--- config.mk ---
export PLATFORM = sky130hd
export DESIGN_NAME = flash_sample_reader_flat
export DESIGN_NICKNAME = d
export VERILOG_FILES = /design/src/rtl/audio_pkg.sv /design/src/rtl/flash_sample_reader_if.sv /design/src/rtl/flash_avalon_reader.sv /design/src/rtl/flash_sample_reader.sv /design/src/flat_wrapper.sv
export SDC_FILE = /design/constraint.sdc
export NUM_CORES = 1
export LEC_CHECK = 0
export ABC_CLOCK_PERIOD_IN_PS = 3100
export CAP_MARGIN = 30
export CORE_MARGIN = 2
export CORE_UTILIZATION = 40
export CTS_CLUSTER_DIAMETER = 60
export DETAILED_ROUTE_END_ITERATION = 6
export GPL_ROUTABILITY_DRIVEN = 0
export MAX_ROUTING_LAYER = met4
export PLACE_DENSITY = 0.82
export SLEW_MARGIN = 10
export SYNTH_ARGS = -nofsm -noshare
export SYNTH_HDL_FRONTEND = slang
export SYNTH_SLANG_ARGS = --single-unit
--- constraint.sdc ---
create_clock -name clk -period 3.1 [get_ports clk]
set_input_delay 0.465 -clock clk [delete_from_list [all_inputs] [get_ports clk]]
set_output_delay 0.465 -clock clk [all_outputs]
set_load 0.03 [all_outputs]
--- src/rtl/audio_pkg.sv ---
// Shared audio playback encodings: sample-reader FSM states, playback direction
// and the latched flash word. Also imported by the address counter.
package audio_pkg;

  localparam logic [2:0] S_IDLE      = 3'd0;
  localparam logic [2:0] S_READ_REQ  = 3'd1;
  localparam logic [2:0] S_READ_WAIT = 3'd2;
  localparam logic [2:0] S_TICK_A    = 3'd3;
  localparam logic [2:0] S_TICK_B    = 3'd4;
  localparam logic [2:0] S_ADV       = 3'd5;
  localparam logic [2:0] S_ADV_WAIT  = 3'd6;

  localparam logic DIR_FWD = 1'b1;
  localparam logic DIR_REV = 1'b0;

  typedef struct packed {
    logic [31:0] data;
    logic        dir;
  } word_lat_t;

  // Forward plays the low half first; reverse plays the high half first.
  function automatic logic [15:0] pick_half(word_lat_t w, logic first);
    return ((w.dir == DIR_FWD) == first) ? w.data[15:0] : w.data[31:16];
  endfunction

endpackage

--- src/rtl/flash_sample_reader_if.sv ---
// Avalon-MM read-only bus between the sample reader (master) and the flash controller.
interface flash_sample_reader_if #(parameter int AW = 23);
  logic          read;
  logic [AW-1:0] address;
  logic          waitrequest;
  logic [31:0]   readdata;
  logic          readdatavalid;

  modport master (output read, address, input waitrequest, readdata, readdatavalid);
  modport slave  (input read, address, output waitrequest, readdata, readdatavalid);
endinterface

--- src/rtl/flash_avalon_reader.sv ---
// Single-outstanding Avalon-MM read engine: holds read/address until accepted,
// then waits for readdatavalid. Data outside the wait phase is dropped.
module flash_avalon_reader #(
  parameter int AW = 23
) (
  input  logic                         clk,
  input  logic                         reset,
  input  logic                         start_i,
  input  logic [AW-1:0]                addr_i,
  output logic                         accept_o,
  output logic                         rvalid_o,
  output logic [31:0]                  rdata_o,
  flash_sample_reader_if.master        bus
);

  logic          read_q, read_d;
  logic          wait_q, wait_d;
  logic [AW-1:0] addr_q, addr_d;

  assign accept_o = read_q & ~bus.waitrequest;
  assign rvalid_o = wait_q & bus.readdatavalid;
  assign rdata_o  = bus.readdata;

  always_comb begin
    read_d = read_q;
    wait_d = wait_q;
    addr_d = addr_q;
    if (start_i && !read_q && !wait_q) begin
      read_d = 1'b1;
      addr_d = addr_i;
    end
    if (accept_o) begin
      read_d = 1'b0;
      wait_d = 1'b1;
    end
    if (rvalid_o) wait_d = 1'b0;
  end

  always_ff @(posedge clk or posedge reset) begin
    if (reset) begin
      read_q <= 1'b0;
      wait_q <= 1'b0;
      addr_q <= '0;
    end else begin
      read_q <= read_d;
      wait_q <= wait_d;
      addr_q <= addr_d;
    end
  end

  assign bus.read    = read_q;
  assign bus.address = addr_q;

endmodule

--- src/rtl/flash_sample_reader.sv ---
// Streams 32-bit flash words as two 16-bit audio samples on sample_tick,
// then steps the external address counter and fetches the next word.
module flash_sample_reader
  import audio_pkg::*;
#(
  parameter int FLASH_AW    = 23,
  parameter int ACK_TIMEOUT = 2
) (
  input  logic                  clk,
  input  logic                  reset,
  input  logic                  play,
  input  logic                  dir,
  input  logic                  sample_tick,
  input  logic [31:0]           word_address,
  output logic                  next_addr_req,
  input  logic                  next_addr_ack,
  flash_sample_reader_if.master flash,
  output logic [15:0]           audio_sample,
  output logic                  sample_valid
);

  localparam int CW = (ACK_TIMEOUT < 2) ? 1 : $clog2(ACK_TIMEOUT);
  localparam logic [CW-1:0] CNT_LAST = CW'(ACK_TIMEOUT - 1);

  logic [2:0]    state_q, state_d;
  word_lat_t     word_q, word_d;
  logic [15:0]   audio_q, audio_d;
  logic          sv_q, sv_d;
  logic          nreq_q, nreq_d;
  logic [CW-1:0] cnt_q, cnt_d;
  logic          start, accept, rvalid, tick_ok;
  logic [31:0]   rdata;

  flash_avalon_reader #(.AW(FLASH_AW)) u_rd (
    .clk      (clk),
    .reset    (reset),
    .start_i  (start),
    .addr_i   (word_address[FLASH_AW-1:0]),
    .accept_o (accept),
    .rvalid_o (rvalid),
    .rdata_o  (rdata),
    .bus      (flash)
  );

  generate
    if (FLASH_AW < 32) begin : g_hi
      logic unused_hi;
      assign unused_hi = ^word_address[31:FLASH_AW];
    end
  endgenerate

  assign tick_ok = sample_tick & play;

  always_comb begin
    state_d = state_q;
    word_d  = word_q;
    audio_d = audio_q;
    sv_d    = 1'b0;
    nreq_d  = 1'b0;
    cnt_d   = cnt_q;
    start   = 1'b0;
    case (state_q)
      S_IDLE: if (play) begin
        state_d = S_READ_REQ;
        start   = 1'b1;
      end
      S_READ_REQ:  if (accept) state_d = S_READ_WAIT;
      S_READ_WAIT: if (rvalid) begin
        word_d.data = rdata;
        word_d.dir  = dir;
        state_d     = S_TICK_A;
      end
      S_TICK_A: if (tick_ok) begin
        audio_d = pick_half(word_q, 1'b1);
        sv_d    = 1'b1;
        state_d = S_TICK_B;
      end
      S_TICK_B: if (tick_ok) begin
        audio_d = pick_half(word_q, 1'b0);
        sv_d    = 1'b1;
        nreq_d  = 1'b1;
        state_d = S_ADV;
      end
      S_ADV: begin
        cnt_d   = '0;
        state_d = S_ADV_WAIT;
      end
      // The counter stays silent when it wraps, so the timeout is the fallback exit.
      S_ADV_WAIT: if (next_addr_ack || cnt_q == CNT_LAST) begin
        state_d = play ? S_READ_REQ : S_IDLE;
        start   = play;
      end else begin
        cnt_d = cnt_q + 1'b1;
      end
      default: state_d = S_IDLE;
    endcase
  end

  always_ff @(posedge clk or posedge reset) begin
    if (reset) begin
      state_q <= S_IDLE;
      word_q  <= '0;
      audio_q <= '0;
      sv_q    <= 1'b0;
      nreq_q  <= 1'b0;
      cnt_q   <= '0;
    end else begin
      state_q <= state_d;
      word_q  <= word_d;
      audio_q <= audio_d;
      sv_q    <= sv_d;
      nreq_q  <= nreq_d;
      cnt_q   <= cnt_d;
    end
  end

  assign next_addr_req = nreq_q;
  assign audio_sample  = audio_q;
  assign sample_valid  = sv_q;

endmodule

--- src/flat_wrapper.sv ---
// flat-port wrapper written by rule: the top's interface ports become plain ports
module flash_sample_reader_flat import audio_pkg::*;
#(
  parameter int FLASH_AW    = 23,
  parameter int ACK_TIMEOUT = 2
)
  (clk, reset, play, dir, sample_tick, word_address, next_addr_req, next_addr_ack, audio_sample, sample_valid, flash_read, flash_address, flash_waitrequest, flash_readdata, flash_readdatavalid);
  flash_sample_reader_if flash_i ();
  input  logic clk;
  input  logic reset;
  input  logic play;
  input  logic dir;
  input  logic sample_tick;
  input  logic [31:0] word_address;
  output logic next_addr_req;
  input  logic next_addr_ack;
  output logic [15:0] audio_sample;
  output logic sample_valid;
  output wire logic [$bits(flash_i.read)-1:0] flash_read;
  output wire logic [$bits(flash_i.address)-1:0] flash_address;
  input wire logic [$bits(flash_i.waitrequest)-1:0] flash_waitrequest;
  input wire logic [$bits(flash_i.readdata)-1:0] flash_readdata;
  input wire logic [$bits(flash_i.readdatavalid)-1:0] flash_readdatavalid;
  assign flash_read = flash_i.read;
  assign flash_address = flash_i.address;
  assign flash_i.waitrequest = flash_waitrequest;
  assign flash_i.readdata = flash_readdata;
  assign flash_i.readdatavalid = flash_readdatavalid;
  flash_sample_reader #(.FLASH_AW(FLASH_AW), .ACK_TIMEOUT(ACK_TIMEOUT)) u_core (.clk(clk), .reset(reset), .play(play), .dir(dir), .sample_tick(sample_tick), .word_address(word_address), .next_addr_req(next_addr_req), .next_addr_ack(next_addr_ack), .flash(flash_i), .audio_sample(audio_sample), .sample_valid(sample_valid));
endmodule
==> results.md <==
- Seq pwr share: 37.1%
- Initial antenna violation count: 0
- Crit path max-delay cell type: dfrtp_1
- Power Dens Cells: 1000 nW/um2
- Root Driver: clkbuf_8
- DRT Wirelength: 6.81 mm
- Initial core utilization: about 41%
- Number of global-route vias before repair: ~2400
- DIE WIDTH: approximately 96 um
- # clock sinks: 80
- Antenna viol nets, final: 0
- Placed Area: 4520 um2
- Worst-Margin Slew: about 0.64 ns
- Fin nets: 417
- Sw Share: 36.9%
- Sequential fraction of the synthesis area: 58.9%
- Final hold vios: 0
- Worst path required time: 3.31 ns
- Synth Area per Inst: between 10 and 15 um2
- RSZ-0062 raised after global routing: no
- Grt total ovfl: 0
- Inserted Clock Buffers: 9
- Post-cts hold buffer count: 0
- First-pass GRT wire length: 11.0 mm
- Number of synthesized register bits: 80
- Psw: 1.74 mW
- Mapped Area: 3400 um2
- H-tree depth: 3
- CP bufs+invs: 1
- Flop2flop setup slack: 0.94 ns
- Gate power share: 46.8%
- Slew Viols, Final: 0
- Io pins: 114
- R2R depth: 5
- Overall die height: 96.2 um
- IO Port Bufs: around 100
- Iter 0 DRT Violations: 40
- Worst path cell trace: or3b_4 -> xor2_4 -> buf_4 -> mux2i_1 -> a21oi_1
- Power, Total: 4.72 mW
- Clk_skew: 0.0119 ns
- Max Cap Viol: 0
- VDD IR max: 0.496 mV
- Worst skew pair latency: 0.34 ns
- Worst-path fanout max: 12
- Post-DP HPWL: 4.69 mm
- Reg2reg start: u_core.state_q[2]
- Clock network fraction of total power: 16.1%
- FP Rows: 33
- CP startpoint kind: flip-flop
- Reg-to-reg endpoint: u_core.audio_sample[15]
- Setup TNS Final: 0 ns
- Outcome: finished, final reports clean
- Core area: between 8000 and 9000 um2
- Post-CTS sizing: 0
- Leakage power: 2.17 nW
- Area Growth Syn to Fin: 38.9%
- Synth cell types: 33
- CP delay by family, top: flip-flops
- GRT Resource Usage Total: 16.2%
- # setup viols final: 0
- Setup bufs post-CTS: 0
- Fin crit period: approximately 2.2 ns
- Design area: 4720 um2
- Crit path kind: flip-flop to flip-flop
- Largest net degree at the start of global routing: 46
- Internal power: a little under 3 mW
- Clock Tree Buf Depth: 2
- Via density: 4.84
- Clock slew at reported path FFs: 0.08 ns
- Tcrit/Tclk final: between 60 and 70%
- DRC violations left: 0
- Slew margin rel.: 57.5%
- Worst Setup End Kind: flip-flop
- Antenna diodes: 0
- CTS tree: done
- Max incr delay on CP: slightly above 0.6 ns
- WL per Instance: 15.0 um
- Syn nets: 310
- DIE AREA: 9250 um2
- Yosys warning count: 0
- Worst Path Arrival: 2.37 ns
- Ratio of cells with drive above 1 in the final layout: approximately a quarter
- Hold crit path type: input port to asynchronous set/reset pin
- Pre-antenna DRT Iters: 4
- Detailed-route via count: about 2200
- Final Util: a little under three fifths
- Mapped Cells: 238
- FMAX: about 0.46 GHz
[cells in the mapped netlist (all sizes together)]
master / n / area, um2
dfrtp: 80 / 2000
mux2: 57 / 713
nor2: 20 / 75.1
a21oi: 19 / 110
mux2i: 16 / 160
buf: 11 / 87.6
nand2: 7 / 26.3
inv: 5 / 18.8
nor3: 3 / 15.0
o21ai: 3 / 18.8
a31oi: 2 / 12.5
o211ai: 2 / 15.0
a311oi: 1 / 8.76
clkbuf: 1 / 3.75
nand2b: 1 / 6.26
nand3: 1 / 5.00
nand3b: 1 / 7.51
nand4: 1 / 21.3
nor2b: 1 / 6.26
nor4b: 1 / 23.8
o22ai: 1 / 6.26
o31a: 1 / 8.76
o31ai: 1 / 7.51
or3b: 1 / 11.3
xor2: 1 / 27.5
[worst reg2reg max path: stages (launching register included)]
cell	delay [ns]
dfrtp_1	0.61
or3b_4	0.49
xor2_4	0.32
buf_4	0.31
mux2i_1	0.22
a21oi_1	0.08
[stage by stage]
| stage | hold slack (ns) | cells | setup WS, ns |
|---|---|---|---|
| floorplan | 0.458 | 238 | 0.583 |
| global placement | 0.472 | 439 | 0.713 |
| detailed placement | 0.488 | 439 | 0.682 |
| CTS | 0.506 | 455 | 0.912 |
| global route | 0.516 | 455 | 0.797 |
| finish | 0.496 | 455 | 0.936 |
[cell families after synthesis]
kind of cell	synth area share, %
flip-flops	58.9
multiplexers	25.7
AND/OR/NAND/NOR	5.82
AO/OA/AOI/OAI	5.52
buffers and inverters	3.24
XOR/XNOR	0.810
[worst max-delay path by stage]
stage                                  from                          end  depth (start not counted)
after floorplan                       reset       u_core.audio_sample[0]                          1
after global placement        next_addr_ack   u_core.u_rd.bus.address[9]                          5
after detailed placement      next_addr_ack  u_core.u_rd.bus.address[14]                          5
after CTS                 u_core.state_q[2]       u_core.audio_sample[5]                          5
after global routing      u_core.state_q[2]      u_core.audio_sample[10]                          5
final                     u_core.state_q[2]      u_core.audio_sample[15]                          5
[final cells by class]
class                           instances  area [um2]
Clock buffer                           11         141
Sequential cell                        80        2000
Fill cell                             681        3500
Tap cell                              105         131
Clock inverter                          5        56.3
Multi-Input combinational cell        141        1290
Inverter                                5        20.0
Timing Repair Buffer                  108        1080
[layout by cell type (no fill, tap or decap), types with 3 or more instances in the layout]
master           netlist  layout
inv_1                  5       4
nor3_1                 3       3
buf_4                  4       3
mux2_4                19      19
mux2_2                36      36
mux2i_1               16      16
a21oi_1               17      17
nor2_1                20      20
clkinv_2               0       3
clkbuf_8               0      10
clkdlybuf4s50_1        0     104
nand2_1                7       7
dfrtp_1               80      80
[sequential cells by signal, indices dropped and copies added, names as in the netlist]
signal,cells
u_core.cnt_q,1
u_core.u_rd.bus.read,1
u_core.sample_valid,1
u_core.u_rd.wait_q,1
u_core.state_q,3
u_core.word_q,33
u_core.next_addr_req,1
u_core.u_rd.bus.address,23
u_core.audio_sample,16
[layer usage]
| layer | vias to the layer above | share of wire (%) | global-route usage (%) |
|---|---|---|---|
| li1 | 1052 | - | - |
| met1 | 1072 | 44 | 18.6 |
| met2 | 74 | 49 | 27.1 |
| met3 | 5 | 5.8 | 4.31 |
| met4 | 0 | 0.72 | 6.43 |
| met5 | - | 0 | - |
[power groups by stage]
| stage | clock, mW | sequential [mW] | combinational (mW) |
|---|---|---|---|
| finish | 0.761 | 1.75 | 2.21 |
| global route | 0.825 | 1.80 | 2.36 |
| CTS | 0.788 | 1.75 | 2.24 |
| detailed placement | 0 | 1.76 | 2.23 |
| global placement | 0 | 1.74 | 2.19 |
| floorplan | 0 | 2.22 | 0.998 |
(Power assumes the default switching activity.)
